--- src/rtl/pipeline_ctrl_pkg.sv ---
// Shared definitions for the pipeline sequencer: run-state encoding and CPU-wide constants.
package pipeline_ctrl_pkg;

  localparam int          DEF_REG_AW  = 5;
  localparam logic [31:0] BOOT_VECTOR = 32'h0040_0000;

  typedef enum logic [1:0] {
    ST_HALT = 2'b00,
    ST_RUN  = 2'b01,
    ST_STEP = 2'b10
  } cpu_state_e;

endpackage

--- src/rtl/pipeline_ctrl_run_ctrl_fsm.sv ---
// Run-control FSM: halt/run/single-step/restart sequencing and the step_done pulse.
module run_ctrl_fsm
  import pipeline_ctrl_pkg::*;
(
  input  logic       clk,
  input  logic       rst,
  input  logic       run_req,
  input  logic       step_req,
  input  logic       halt_req,
  input  logic       restart_req,
  input  logic       adv,
  input  logic       bp_hit,
  output cpu_state_e state,
  output logic       step_done
);

  cpu_state_e state_q, state_d;
  logic       step_done_q, step_done_d;

  always_ff @(posedge clk) begin
    if (rst) begin
      state_q     <= ST_HALT;
      step_done_q <= 1'b0;
    end else begin
      state_q     <= state_d;
      step_done_q <= step_done_d;
    end
  end

  // Restart and halt override everything; a step only completes on an unstalled cycle.
  always_comb begin
    state_d     = state_q;
    step_done_d = 1'b0;
    if (restart_req || halt_req) begin
      state_d = ST_HALT;
    end else begin
      case (state_q)
        ST_HALT: begin
          if (run_req)       state_d = ST_RUN;
          else if (step_req) state_d = ST_STEP;
        end
        ST_RUN: begin
          if (bp_hit) state_d = ST_HALT;
        end
        ST_STEP: begin
          if (adv) begin
            state_d     = ST_HALT;
            step_done_d = 1'b1;
          end
        end
        default: state_d = ST_HALT;
      endcase
    end
  end

  always_comb begin
    state     = state_q;
    step_done = step_done_q;
  end

endmodule

--- src/rtl/pipeline_ctrl.sv ---
// Pipeline sequencer: run control, hazard priority and performance counters for the 5-stage CPU.
// Optional breakpoint support is compiled in with `define BREAKPOINT_EN.
module pipeline_ctrl
  import pipeline_ctrl_pkg::*;
#(
  parameter int CNT_W  = 32,
  parameter int REG_AW = DEF_REG_AW
) (
  input  logic              clk,
  input  logic              rst,
  input  logic              run_req,
  input  logic              step_req,
  input  logic              halt_req,
  input  logic              restart_req,
  input  logic [REG_AW-1:0] id_rs1,
  input  logic [REG_AW-1:0] id_rs2,
  input  logic [REG_AW-1:0] ex_rd,
  input  logic              ex_mem_read,
  input  logic              ex_redirect,
  input  logic              mem_busy,
  input  logic              bp_valid,
  input  logic [31:0]       bp_addr,
  input  logic [31:0]       if_pc,
  output logic              pc_en,
  output logic              pc_stall,
  output logic              pc_flush,
  output logic              ifid_en,
  output logic              ifid_stall,
  output logic              ifid_flush,
  output logic              idex_en,
  output logic              idex_stall,
  output logic              idex_flush,
  output logic              exmem_en,
  output logic              exmem_stall,
  output logic              memwb_en,
  output logic              memwb_stall,
  output logic [1:0]        cpu_state,
  output logic              step_done,
  output logic [CNT_W-1:0]  cycle_cnt,
  output logic [CNT_W-1:0]  bubble_cnt
);

  cpu_state_e state;
  logic       en, adv, lu, bubble, bp_hit;

  assign en     = (state == ST_RUN) || (state == ST_STEP);
  assign adv    = en && !mem_busy;
  assign lu     = ex_mem_read && (ex_rd != '0) && ((ex_rd == id_rs1) || (ex_rd == id_rs2));
  assign bubble = lu && adv && !ex_redirect && !restart_req;

`ifdef BREAKPOINT_EN
  assign bp_hit = (state == ST_RUN) && bp_valid && (if_pc == bp_addr) && adv;
`else
  logic unused_bp;
  assign unused_bp = &{1'b0, bp_valid, bp_addr, if_pc};
  assign bp_hit    = 1'b0;
`endif

  run_ctrl_fsm u_fsm (
    .clk         (clk),
    .rst         (rst),
    .run_req     (run_req),
    .step_req    (step_req),
    .halt_req    (halt_req),
    .restart_req (restart_req),
    .adv         (adv),
    .bp_hit      (bp_hit),
    .state       (state),
    .step_done   (step_done)
  );

  assign cpu_state = state;

  // Priority: restart > mem_busy > ex_redirect > load-use; nothing is asserted while halted.
  always_comb begin
    pc_en       = en && !bp_hit;
    ifid_en     = en;
    idex_en     = en;
    exmem_en    = en;
    memwb_en    = en;
    pc_stall    = 1'b0;
    ifid_stall  = 1'b0;
    idex_stall  = 1'b0;
    exmem_stall = 1'b0;
    memwb_stall = 1'b0;
    pc_flush    = 1'b0;
    ifid_flush  = 1'b0;
    idex_flush  = 1'b0;
    if (restart_req) begin
      pc_en      = 1'b1;
      ifid_en    = 1'b1;
      idex_en    = 1'b1;
      exmem_en   = 1'b1;
      memwb_en   = 1'b1;
      pc_flush   = 1'b1;
      ifid_flush = 1'b1;
      idex_flush = 1'b1;
    end else if (en && mem_busy) begin
      pc_stall    = 1'b1;
      ifid_stall  = 1'b1;
      idex_stall  = 1'b1;
      exmem_stall = 1'b1;
      memwb_stall = 1'b1;
    end else if (adv && ex_redirect) begin
      ifid_flush = 1'b1;
      idex_flush = 1'b1;
    end else if (adv && lu) begin
      pc_stall   = 1'b1;
      ifid_stall = 1'b1;
      idex_flush = 1'b1;
    end
  end

  always_ff @(posedge clk) begin
    if (rst) begin
      cycle_cnt  <= '0;
      bubble_cnt <= '0;
    end else begin
      if (adv)    cycle_cnt  <= cycle_cnt + CNT_W'(1);
      if (bubble) bubble_cnt <= bubble_cnt + CNT_W'(1);
    end
  end

endmodule

--- config.mk ---
export PLATFORM = sky130hd
export DESIGN_NAME = pipeline_ctrl
export DESIGN_NICKNAME = d
export VERILOG_FILES = /design/src/rtl/pipeline_ctrl_pkg.sv /design/src/rtl/pipeline_ctrl_run_ctrl_fsm.sv /design/src/rtl/pipeline_ctrl.sv
export SDC_FILE = /design/constraint.sdc
export NUM_CORES = 1
export LEC_CHECK = 0
export CAP_MARGIN = 40
export CORE_MARGIN = 3
export CORE_UTILIZATION = 39
export CTS_BUF_LIST = sky130_fd_sc_hd__clkbuf_4 sky130_fd_sc_hd__clkbuf_8
export DETAILED_ROUTE_END_ITERATION = 10
export PLACE_DENSITY = 0.78
export SETUP_SLACK_MARGIN = 0.2
export SKIP_CTS_REPAIR_TIMING = 1
export SYNTH_ARGS = -nofsm -noshare
export SYNTH_HDL_FRONTEND = slang
export SYNTH_SLANG_ARGS = --single-unit
--- constraint.sdc ---
create_clock -name clk -period 7.7 [get_ports clk]
set_input_delay 2.31 -clock clk [delete_from_list [all_inputs] [get_ports clk]]
set_output_delay 2.31 -clock clk [all_outputs]
set_load 0.02 [all_outputs]
==> metrics.md, run 1 <==
| Metric | Value |
|---|---|
| Status | `complete, no violations` |
| FF-to-FF setup slack | `4960 ps` |
| IO Port Bufs | `103` |
| Share of the synthesized area in the top cell type | `0.381` |
| Crit Path Max Fanout | `9` |
| Critical R2R Launch | `u_fsm.state[1]` |
| Setup crit end kind | `output pin` |
| Ys async rst share | `0` |
| Antenna Cells | `0` |
| Root Driver | `clkbuf_8` |
| First-pass GRT wire length | `15500 µm` |
| Drt wl/cell | `15.5 µm` |
| Critical path startpoint category | `primary input` |
| Initial antenna violation count | `0` |
| Critical path arrival | `4600 ps` |
| Reg2reg path depth | `8` |
| Final slew viol count | `0` |
| WL met2 | `4740 µm` |
| Min-delay src | `bubble_cnt[31]` |
| Final WL | `9610 µm` |
| Slew margin rel. | `0.481` |
| CTS tree | `built` |
| Layout Skew | `11.9 ps` |
| Metal3 WL | `537 µm` |
| Seq/Total Area, Yosys | `0.381` |
| EDFF count, synth | `0` |
| Avg Cell Area, Syn | `8.37 µm²` |
| RSZ-0062 raised after global routing | `no` |
| Leading post-synthesis cells by cell area | `dfxtp_1 (38%), or4_1 (6.0%), o31ai_1 (5.5%), xnor2_1 (5.0%), xor2_1 (5.0%)` |
| Layout area overhead | `35.7%` |
| Nets@finish | `602` |
| Clk pin slew, worst setup/hold paths | `70 ps` |
| Die W | `101 µm` |
| Ports | `169` |
| GPL Wtd Cong | `0.823` |
| Crit Path Category | `in2out` |
| Die area | `10200 µm²` |
| Slew at the pin closest to its max-slew limit | `773 ps` |
| #FFs+latches synth | `67` |
| Hold Path Class | `reg2reg` |
| Hold_ws | `497 ps` |
| Largest net degree at the start of global routing | `67` |
| Cell area after placement | `4560 µm²` |
| Fmax | `145 MHz` |
| Fin area | `4780 µm²` |
| Htree depth | `3` |
| Final Hold Viols | `0` |
| Power per cell area | `153 nW/µm²` |
| Row count | `34` |
| GR Overflow Total | `0` |
| Syn Nets | `515` |
| Area leader, netlist | `dfxtp_1` |
| Post-Place Cells | `605` |
| Clk_lat worst skew | `340 ps` |
| DP HPWL | `6830 µm` |
| Final TNS setup | `0 ps` |
| Cell Area, Synth | `3520 µm²` |
| Clk buf depth | `2` |
| Synth Instances | `421` |
| CTS Buf Count | `9` |
| Drt drc | `0` |
| First-pass iteration count of the detailed router | `4` |
| Routed vias/inst | `5.56` |
| LEAKAGE | `1.48 nW` |
| Proportion of layout cells with a drive suffix above 1 | `0.0643` |
| Most used DFF post-synth | `dfxtp_1` |
| Final min period | `6910 ps` |
| Chip height | `101 µm` |
| Hold path endpoint | `bubble_cnt[31]` |
| Starting Density | `0.402` |
| CTS Sinks | `67` |
| Peak VDD IR | `0.0000914 V` |
| Final setup viols | `0` |
| CP required | `5390 ps` |
| Max layer used | `met4` |
| Yosys warnings | `0` |
| Core Footprint | `8760 µm²` |
| Post-DRT Antenna Nets | `0` |
| Fin crit share | `0.898` |
| Fill cell count | `815` |
| Vias in the first global route | `3313` |
| Netlist cell types | `43` |
| 1st-iter DRT viols | `199` |
| Worst r2r dst | `bubble_cnt[29]` |
| Vias | `3453` |
| Hold path depth | `2` |
| Finished Layout Cells | `621` |
| M1 WL | `4190 µm` |
| Max-cap viol count | `0` |
| GRT Total Usage | `0.187` |
report_power, final:
group          switching [mW]  leakage [nW]  total (mW)  internal [mW]
sequential           0.000663         0.539       0.347          0.347
clock                   0.143         0.108       0.334          0.191
combinational          0.0280         0.837      0.0514         0.0234
cells by family (layout without fill, tap and decap cells):
kind of cell / after synthesis / count (layout) / synth area share
flops: 67 / 67 / 0.381
mux: 2 / 2 / 0.00639
xor+xnor: 40 / 40 / 0.0994
compound gates: 73 / 73 / 0.130
simple gates: 194 / 194 / 0.309
fa+ha+maj: 5 / 5 / 0.0178
buf+inv: 40 / 132 / 0.0568
layout by cell type (no fill, tap or decap), types with 10 or more instances in the layout:
cell type          n
or4_1             28
xor2_1            20
nand2_1           22
nor2_1            46
a21oi_1           34
xnor2_1           20
nand3_1           25
clkbuf_8          10
nor4_1            12
o31ai_1           26
dfxtp_1           67
nand4_1           13
clkdlybuf4s50_1  102
per-stage QoR:
| step | setup WS (ps) | power (mW) | utilization |
|---|---|---|---|
| floorplan | 1580 | 0.383 | - |
| finish | 788 | 0.733 | 0.546 |
| global placement | 819 | 0.406 | 0.519 |
| global route | 665 | 0.762 | 0.546 |
| detailed placement | 768 | 0.407 | 0.520 |
| CTS | 759 | 0.737 | 0.546 |
worst max path at each step:
| stage | cells after the start | end | startpoint |
|---|---|---|---|
| final | 7 | pc_stall | ex_rd[1] |
| after global routing | 7 | ifid_stall | ex_rd[1] |
| after CTS | 7 | pc_stall | ex_rd[1] |
| after detailed placement | 7 | pc_stall | ex_rd[1] |
| after global placement | 7 | ifid_stall | ex_rd[1] |
| after floorplan | 7 | pc_stall | ex_rd[2] |
registers in the layout, indices dropped and copies added (netlist names):
name and count:
bubble_cnt 32, cycle_cnt 32, u_fsm.step_done 1, u_fsm.state 2
synth_stat cells (2+ instances only):
master     n
or3_1      7
nand2b_1   2
xor2_1    20
dfxtp_1   67
nand3_1   25
ha_1       5
o21ai_1    3
buf_2      7
xnor2_1   20
buf_4     11
and4_1     7
mux2_1     2
a21oi_1   34
o21ai_0    4
inv_1      7
clkbuf_1  14
nand2_1   22
or2_2      4
or4_1     28
o21bai_1   2
o31ai_1   26
nor4_1    12
nor3_1     7
nand4_1   13
nor2_1    46
and3_1     7
nor2b_1    3
worst max-delay path, cell delays in order:
cell and delay (ps):
clkdlybuf4s50_1 470, or4_1 600, o211ai_2 160, buf_4 180
nand2b_1 190, o21bai_1 120, clkdlybuf4s50_1 570
area by class of cell:
cell class | instances | area [µm²] | area share
Sequential cell | 67 | 1340 | 0.280
Timing Repair Buffer | 109 | 1070 | 0.224
Inverter | 7 | 26.3 | 0.00549
Tap cell | 108 | 135 | 0.0283
Multi-Input combinational cell | 314 | 1980 | 0.414
Clock inverter | 6 | 88.8 | 0.0186
Clock buffer | 10 | 138 | 0.0288
metal layers:
metal | up-vias | GRT usage
met5 | - | 0
met2 | 77 | 0.311
met1 | 1651 | 0.233
met3 | 12 | 0.0505
li1 | 1713 | -
met4 | 0 | 0.0624
(Power assumes the default switching activity.)
==> run 2, diff against run 1 <==
--- a/config.mk
+++ b/config.mk
@@ -5,7 +5,8 @@
 export SDC_FILE = /design/constraint.sdc
 export NUM_CORES = 1
 export LEC_CHECK = 0
-export CAP_MARGIN = 40
+export CAP_MARGIN = 20
+export CORE_ASPECT_RATIO = 0.7
 export CORE_MARGIN = 3
 export CORE_UTILIZATION = 39
 export CTS_BUF_LIST = sky130_fd_sc_hd__clkbuf_4 sky130_fd_sc_hd__clkbuf_8
==> metrics.md, run 2 (same netlist as run 1, synthesis figures left out) <==
| Metric | Value |
|---|---|
| Clk pin slew, worst setup/hold paths | `80 ps (about the same)` |
| GPL Wtd Cong | `0.842 (+2.2%)` |
| Die area | `10200 µm² (+0.18%)` |
| Final slew viol count | `0 (unchanged)` |
| Most frequent CP cell | `clkdlybuf4s50_1` |
| CTS Buf Count | `9 (unchanged)` |
| Critical R2R Launch | `u_fsm.state[0]` |
| Vias in the first global route | `3281 (-0.97%)` |
| Worst r2r dst | `bubble_cnt[27]` |
| Worst path cell trace | `clkdlybuf4s50_1 > or4_1 > o211ai_2 > buf_4 > nand2b_1 > o21bai_1 > clkdlybuf4s50_1` |
| Htree depth | `3 (unchanged)` |
| Core Footprint | `8620 µm² (-1.7%)` |
| Multi-input logic area | `1980 µm² (unchanged)` |
| CP Capture Point | `ifid_stall` |
| Status | `complete, no violations` |
| FF-to-FF setup slack | `4860 ps (-100 ps)` |
| Final WL | `9640 µm (+0.35%)` |
| Antenna Cells | `0 (unchanged)` |
| Largest net degree at the start of global routing | `68 (+1.5%)` |
| Slew margin rel. | `0.483 (+0.00239)` |
| Drt wl/cell | `15.3 µm (-1.4%)` |
| CP required | `5390 ps (about the same)` |
| Max-cap viol count | `0 (unchanged)` |
| GRT Total Usage | `0.189 (+0.00205)` |
| Final min period | `6890 ps (-25.2 ps)` |
| Chip height | `85.5 µm (-15%)` |
| CTS Sinks | `67 (unchanged)` |
| Peak VDD IR | `0.0000912 V (-0.26%)` |
| CP max-delay cell | `or4_1` |
| Proportion of layout cells with a drive suffix above 1 | `0.0625 (-0.00183)` |
| Power per cell area | `157 nW/µm² (+2.4%)` |
| Fill cell count | `838 (+2.8%)` |
| Final TNS setup | `0 ps (unchanged)` |
| IO Port Bufs | `103 (unchanged)` |
| Nets@finish | `601 (-0.17%)` |
| RSZ-0062 raised after global routing | `no` |
| CP bufs+invs | `3 (unchanged)` |
| Fmax | `145 MHz (+0.37%)` |
| Crit Path Category | `in2out` |
| Critical Path Source | `ex_rd[1]` |
| Die W | `120 µm (+18%)` |
| Clk_lat worst skew | `340 ps (about the same)` |
| Layout Skew | `9.53 ps (-2.36 ps)` |
| Starting Density | `0.409 (+0.00677)` |
| Post-Place Cells | `615 (+1.7%)` |
| Row count | `28 (-18%)` |
| Critical path startpoint category | `primary input` |
| Most common library cell in the layout ignoring fill and taps | `clkdlybuf4s50_1` |
| Root Driver | `clkbuf_8` |
| Setup crit end kind | `output pin` |
| Crit path setup slack, layout | `813 ps (+25.2 ps)` |
| Reg2reg path depth | `8 (unchanged)` |
| Critical path's top delay family | `buffers and inverters` |
| Commonest cells after routing, fill and taps aside | `clkdlybuf4s50_1 (102), dfxtp_1 (67), nor2_1 (46)` |
| Post-DRT Antenna Nets | `0 (unchanged)` |
| Instance count on the critical path | `7 (unchanged)` |
| Slew at the pin closest to its max-slew limit | `769 ps (-3.55 ps)` |
| Initial antenna violation count | `0 (unchanged)` |
| Layout area overhead | `36.3%` |
| Ports | `169 (unchanged)` |
| Fin crit share | `0.894 (-0.00327)` |
| Drt drc | `0 (unchanged)` |
| Routed vias/inst | `5.53 (-0.57%)` |
| Final Hold Viols | `0 (unchanged)` |
| 1st-iter DRT viols | `243 (+22%)` |
| First-pass iteration count of the detailed router | `5 (+1)` |
| Critical path arrival | `4580 ps (-20 ps)` |
| GR Overflow Total | `0 (unchanged)` |
| First-pass GRT wire length | `15900 µm (+2.5%)` |
| LEAKAGE | `1.49 nW (+0.40%)` |
| Core Util, Final | `0.557 (+0.0117)` |
| DP HPWL | `6750 µm (-1.2%)` |
| Hold Path Class | `reg2reg` |
| Register area | `1340 µm² (unchanged)` |
| Worst stage delay on the critical path | `580 ps (-20 ps)` |
| Clk buf depth | `2 (unchanged)` |
| CTS tree | `built` |
| Setup WS pre-CTS | `826 ps (+58.2 ps)` |
| Finished Layout Cells | `632 (+1.8%)` |
| Final setup viols | `0 (unchanged)` |
| Vias | `3494 (+1.2%)` |
| Crit Path Max Fanout | `9 (unchanged)` |
==> run 2: stage by stage <==
stage	hold slack, ps	power [mW]	cell area (µm²)
finish	494	0.754	4800
global route	522	0.785	4800
CTS	500	0.766	4800
detailed placement	489	0.407	4560
global placement	463	0.405	4560
floorplan	551	0.383	3520
==> run 2: area by class of cell <==
type / count / share of cell area
multi-input cells: 314 / 0.413
clock inverters: 7 / 0.0242
well taps: 120 / 0.0313
flip-flops and latches: 67 / 0.279
inverters: 7 / 0.00547
repair buffers: 108 / 0.221
clock buffers: 9 / 0.0258
==> run 2: worst min-delay path: cells and delay by family, from the launching register on <==
kind | cells | cell delay, ps
compound gates | 2 | 120
flops | 1 | 330
==> run 2: per-layer routing <==
metal | track usage | vias up | wire length [µm]
met5 | 0 | - | 0
met4 | 0.0655 | 0 | 154
met3 | 0.0587 | 16 | 557
met2 | 0.285 | 113 | 4310
met1 | 0.258 | 1661 | 4620
li1 | - | 1704 | -
==> run 2: how the worst min path moves through the flow <==
stage / slack [ps] / start / end / cells after the start
after floorplan: 550 / bubble_cnt[31] / bubble_cnt[31] / 2
after global placement: 460 / bubble_cnt[31] / bubble_cnt[31] / 2
after detailed placement: 490 / bubble_cnt[31] / bubble_cnt[31] / 2
after CTS: 500 / bubble_cnt[31] / bubble_cnt[31] / 2
after global routing: 520 / bubble_cnt[31] / bubble_cnt[31] / 2
final: 490 / bubble_cnt[31] / bubble_cnt[31] / 2
==> run 2: power by group <==
part	internal, mW	total [mW]	switching [mW]
Combinational	0.0230	0.0515	0.0285
Clock	0.214	0.355	0.141
Sequential	0.347	0.347	0.000685
